`src/rtl/credit_pkg.sv`:
```
// ============================================================================
// credit_pkg : constants and width helpers shared by both ends of the link
// Rev 1.0
// ============================================================================
`default_nettype none

package credit_pkg;

   // The sender's initial credit count must equal the receive depth.
   localparam int unsigned CREDIT_DEPTH = 4;

   function automatic int unsigned ptr_width(input int unsigned depth);
      return (depth > 1) ? $clog2(depth) : 1;
   endfunction

   function automatic int unsigned cnt_width(input int unsigned depth);
      return $clog2(depth) + 1;
   endfunction

endpackage

`default_nettype wire

```
`src/rtl/credit_fifo_rx_mem.sv`:
```
// ============================================================================
// credit_fifo_rx_mem : DEPTH x DATA_WIDTH register array, 1 write / 1 async read
// Rev 1.0
// ============================================================================
`default_nettype none

module credit_fifo_rx_mem #(
   parameter int unsigned DATA_WIDTH = 8,
   parameter int unsigned DEPTH      = 4,
   parameter int unsigned AW         = 2
) (
   input  logic                  clk_i,
   input  logic                  we_i,
   input  logic [AW-1:0]         waddr_i,
   input  logic [DATA_WIDTH-1:0] wdata_i,
   input  logic [AW-1:0]         raddr_i,
   output logic [DATA_WIDTH-1:0] rdata_o
);

   logic [DATA_WIDTH-1:0] mem_q [DEPTH];

   // Per-slot decode keeps unused addresses harmless for non power-of-two depths.
   for (genvar i = 0; i < DEPTH; i++) begin : g_slot
      always_ff @(posedge clk_i) begin
         if (we_i && (waddr_i == AW'(i))) begin
            mem_q[i] <= wdata_i;
         end
      end
   end

   assign rdata_o = mem_q[raddr_i];

endmodule

`default_nettype wire

```
`src/rtl/credit_fifo_rx.sv`:
```
// ============================================================================
// credit_fifo_rx : credit-based receive FIFO, FWFT output, one credit per pop
// Optional overflow detection: define CREDIT_FIFO_RX_OVF_CHECK_EN.  Rev 1.0
// ============================================================================
`default_nettype none

module credit_fifo_rx
   import credit_pkg::*;
#(
   parameter int unsigned DATA_WIDTH = 8,
   parameter int unsigned DEPTH      = CREDIT_DEPTH
) (
   input  logic                  clk_i,
   input  logic                  rst_ni,
   input  logic                  in_valid_i,
   input  logic [DATA_WIDTH-1:0] in_data_i,
   output logic                  out_valid_o,
   output logic [DATA_WIDTH-1:0] out_data_o,
   input  logic                  out_ready_i,
   output logic                  credit_return_o,
   output logic                  overflow_o
);

   localparam int unsigned PW = ptr_width(DEPTH);
   localparam int unsigned CW = cnt_width(DEPTH);

   logic [PW-1:0] wr_ptr_q, wr_ptr_d;
   logic [PW-1:0] rd_ptr_q, rd_ptr_d;
   logic [CW-1:0] count_q, count_d;
   logic          credit_q;
   logic          pop, push, full;

   assign full        = (count_q == CW'(DEPTH));
   assign out_valid_o = (count_q != '0);
   assign pop         = out_valid_o && out_ready_i;
   // A full buffer still accepts a word when the head leaves in the same cycle.
   assign push        = in_valid_i && (!full || pop);

   always_comb begin
      wr_ptr_d = wr_ptr_q;
      rd_ptr_d = rd_ptr_q;
      count_d  = count_q;
      if (push) begin
         wr_ptr_d = (wr_ptr_q == PW'(DEPTH - 1)) ? '0 : wr_ptr_q + 1'b1;
      end
      if (pop) begin
         rd_ptr_d = (rd_ptr_q == PW'(DEPTH - 1)) ? '0 : rd_ptr_q + 1'b1;
      end
      if (push && !pop) begin
         count_d = count_q + 1'b1;
      end else if (pop && !push) begin
         count_d = count_q - 1'b1;
      end
   end

   always_ff @(posedge clk_i or negedge rst_ni) begin
      if (!rst_ni) begin
         wr_ptr_q <= '0;
         rd_ptr_q <= '0;
         count_q  <= '0;
         credit_q <= 1'b0;
      end else begin
         wr_ptr_q <= wr_ptr_d;
         rd_ptr_q <= rd_ptr_d;
         count_q  <= count_d;
         credit_q <= pop;
      end
   end

   assign credit_return_o = credit_q;

   credit_fifo_rx_mem #(
      .DATA_WIDTH (DATA_WIDTH),
      .DEPTH      (DEPTH),
      .AW         (PW)
   ) u_mem (
      .clk_i   (clk_i),
      .we_i    (push),
      .waddr_i (wr_ptr_q),
      .wdata_i (in_data_i),
      .raddr_i (rd_ptr_q),
      .rdata_o (out_data_o)
   );

`ifdef CREDIT_FIFO_RX_OVF_CHECK_EN
   logic illegal_push;
   logic overflow_q;

   assign illegal_push = in_valid_i && full && !pop;

   always_ff @(posedge clk_i or negedge rst_ni) begin
      if (!rst_ni) begin
         overflow_q <= 1'b0;
      end else begin
         overflow_q <= overflow_q | illegal_push;
      end
   end

   assign overflow_o = overflow_q;

`ifndef SYNTHESIS
   always @(posedge clk_i) begin
      if (rst_ni && illegal_push) begin
         $error("credit_fifo_rx: push into full buffer, word dropped");
      end
   end
`endif
`else
   assign overflow_o = 1'b0;
`endif

endmodule

`default_nettype wire

```
`config.mk`:
```
export PLATFORM = sky130hd
export DESIGN_NAME = credit_fifo_rx
export DESIGN_NICKNAME = d
export VERILOG_FILES = /design/src/rtl/credit_pkg.sv /design/src/rtl/credit_fifo_rx_mem.sv /design/src/rtl/credit_fifo_rx.sv
export SDC_FILE = /design/constraint.sdc
export NUM_CORES = 1
export LEC_CHECK = 0
export CAP_MARGIN = 5
export CORE_ASPECT_RATIO = 1.25
export CORE_UTILIZATION = 30
export DETAILED_ROUTE_END_ITERATION = 6
export DONT_BUFFER_PORTS = 1
export MAX_ROUTING_LAYER = met4
export SETUP_SLACK_MARGIN = 0.4
export SYNTH_ARGS = -nofsm -noshare
export SYNTH_HDL_FRONTEND = slang
export SYNTH_SLANG_ARGS = --single-unit
```
`constraint.sdc`:
```
create_clock -name clk_i -period 2.2 [get_ports clk_i]
set_input_delay 0.22 -clock clk_i [delete_from_list [all_inputs] [get_ports clk_i]]
set_output_delay 0.22 -clock clk_i [all_outputs]
set_load 0.05 [all_outputs]
```
==> impl_metrics.env <==
export IMPL_grt_setup_unrepaired="yes"
export IMPL_ys_flop_type="edfxtp_1"
export IMPL_drc=0
export IMPL_p_sw_mw=1.09
export IMPL_vias=740
export IMPL_avgSynthCellArea_um2=19.9
export IMPL_area_growth_synth_to_final_pct=15.5
export IMPL_n_fill_cell=485
export IMPL_fmax_mhz=513
export IMPL_rows=29
export IMPL_powerDensity_nw_per_um2=1460
export IMPL_min_from="in_data_i[3]"
export IMPL_ys_types=20
export IMPL_root_buffer="clkbuf_8"
export IMPL_cts_tree="built"
export IMPL_post_route_util_pct=36.6
export IMPL_drt_vias_per_instance=4.65
export IMPL_maxCapViolCount=0
export IMPL_finalNetCount=115
export IMPL_cts_sinks=40
export IMPL_setup_worst_path_start="count_q[0]"
export IMPL_dpl_hpwl_um=1740
export IMPL_antenna_found_initial=0
export IMPL_drtIter0Drc=6
export IMPL_grt_max_degree=13
export IMPL_clk_path_buf_depth=2
export IMPL_multiInputGateArea_um2=464
export IMPL_ys_warn_count=0
export IMPL_syn_area_um2=1640
export IMPL_synth_edf_count=32
export IMPL_syn_num_nets=101
export IMPL_portBuffers=0
export IMPL_combPwrFrac_pct=41.5
export IMPL_die_w_um=68.0
export IMPL_start_util_pct=31.7
export IMPL_p_leak_nw=0.670
export IMPL_cts_buffers_inserted=5
export IMPL_yosysSeqAreaShare_pct=71.0
export IMPL_pin_count=23
export IMPL_final_cells=159
export IMPL_required_ps=2400
export IMPL_status="complete, no violations"
export IMPL_hold_viol_final=0
export IMPL_final_setup_viol_count=0
export IMPL_synth_seq_cells=40
export IMPL_clock_skew_ps=6.18
export IMPL_arrival_ps=2150
export IMPL_path_max_fanout=3
export IMPL_finalCritPeriodShare_pct=88.6
export IMPL_globalplace_congestion=0.641
export IMPL_hold_class="in2reg"
export IMPL_grt_pass1_wl_um=4100
export IMPL_final_area_um2=1890
export IMPL_power_frac_seq_pct=41.9
export IMPL_drive_above_1_share_pct=38.1
export IMPL_clkTransAtPathRegs_ps=80
export IMPL_startpoint_type="flop"
export IMPL_crit_path_end_kind="flop"
export IMPL_wl_per_cell_um=16.8
export IMPL_worstSkewPairLatency_ps=280
export IMPL_antenna_cells=0
export IMPL_tns_ps=0
export IMPL_grt_pass1_vias=825
export IMPL_p_sw_share_pct=39.3
export IMPL_finalCriticalPeriod_ps=1950
export IMPL_internal_power_mw=1.68
export IMPL_dpl_cell_count=142
export IMPL_r2r_start="count_q[0]"
export IMPL_p_clk_share_pct=16.5
export IMPL_postPlaceCellArea_um2=1730
export IMPL_vdd_drop_max_uv=387
export IMPL_worstSetupPathType="reg2reg"
export IMPL_routed_wl_um=2670
export IMPL_slew_viol_final=0
export IMPL_async_flop_share_pct=20.0
export IMPL_track_usage_pct=10.7
export IMPL_h_tree_depth=2
export IMPL_seq_area_um2=1170
export IMPL_die_y_um=84.5
export IMPL_postSynthCellCount=82
export IMPL_grt_ovfl_total=0
export IMPL_core_um2=5150
export IMPL_firstDrtPassIters=4
export IMPL_final_antenna_net_count=0
export IMPL_die_area_um2=5750
## power by group through the flow
stage	Clock [mW]	Combinational (mW)	Sequential (mW)
global route	0.495	1.23	1.18
floorplan	0	0.956	1.12
CTS	0.461	1.06	1.22
finish	0.457	1.15	1.16
detailed placement	0	1.01	1.23
global placement	0	0.973	1.21
## Yosys cell counts (2+ instances only)
library cell,count,area share [%]
mux4_2,8,11
inv_1,4,0.92
dfrtp_1,8,12
xnor2_1,2,1.1
ha_1,6,4.6
and2_1,4,1.5
mux2_2,3,2.1
mux2_4,2,1.8
nor2_1,3,0.69
edfxtp_1,32,59
## cells in the final DEF, fill, tap and decap left out, types with 2 or more instances in the layout
cell type  count
ha_1           5
mux2_2         3
nor2_1         3
inv_1          3
mux2_4         2
dfrtp_1        6
edfxtp_1      32
mux4_2         8
and2_1         4
inv_2          2
clkbuf_8       5
xnor2_1        2
buf_4          8
## worst max-delay path, stage by stage (launching register included)
cell and delay [ps]:
dfrtp_2 420, or3_4 390, nand2_4 80, ha_4 130
inv_2 40, fa_2 340, xor2_1 150, nor2_1 150
xnor2_1 160
## cell type report
class	count	area share (%)
Clock buffer	6	3.84
Clock inverter	2	0.596
Inverter	5	0.994
Multi-Input combinational cell	34	24.6
Sequential cell	40	61.8
Tap cell	62	4.11
Timing Repair Buffer	10	4.11
## path summary, 6_finish.rpt
kind	to	slack, ps	cells past startpoint
setup / recovery	count_q[2]	250	8
hold / removal	u_mem.mem_q[3][3]	20	0
setup reg to reg	count_q[2]	250	8
hold reg to reg	count_q[0]	610	2
max in group asynchronous	rd_ptr_q[0]	1610	1
min in group asynchronous	credit_return_o	280	1
## metrics by stage
stage / total power, mW / hold slack [ps] / worst slack [ps]
5_1_grt: 2.90 / 8.79 / 165
3_5_place_dp: 2.25 / -75.4 / 216
4_1_cts: 2.74 / 19.2 / 269
6_report: 2.77 / 24.9 / 251
3_3_place_gp: 2.19 / -75.4 / 280
2_1_floorplan: 2.08 / -75.6 / 221
## per-layer routing
metal	global-route usage [%]	share of wire, %	up-vias
met1	9.53	34	386
li1	-	-	332
met2	18.4	57	16
met3	5.03	7.6	6
met4	4.55	1.9	0
met5	-	0	-
## logic make-up (layout without fill, tap and decap cells)
logic type / after synthesis / in the layout / synth area share (%)
AOI/OAI and AO/OA: 1 / 1 / 1.30
xor gates and xnor gates: 3 / 3 / 1.61
adders and majority gates: 7 / 7 / 5.81
buffers and inverters: 8 / 23 / 2.14
DFF: 40 / 40 / 71.0
muxes: 13 / 13 / 14.9
other: 1 / 1 / 0.229
and+or+nand+nor: 9 / 9 / 2.98
## state kept, by name, summed over array words and instances, names as in the netlist
signal,flops
count_q,3
u_mem.mem_q,32
rd_ptr_q,2
wr_ptr_q,2
credit_return_o,1
## repair_timing
action	4_1_cts	5_1_grt
setup buffers	4	4
pin swaps	4	3
hold buffers	1	0
resized for setup	3	0
setup endpoints to repair	10	10
hold endpoints to repair	8	0
No activity file was read; power rests on OpenSTA's default activity.
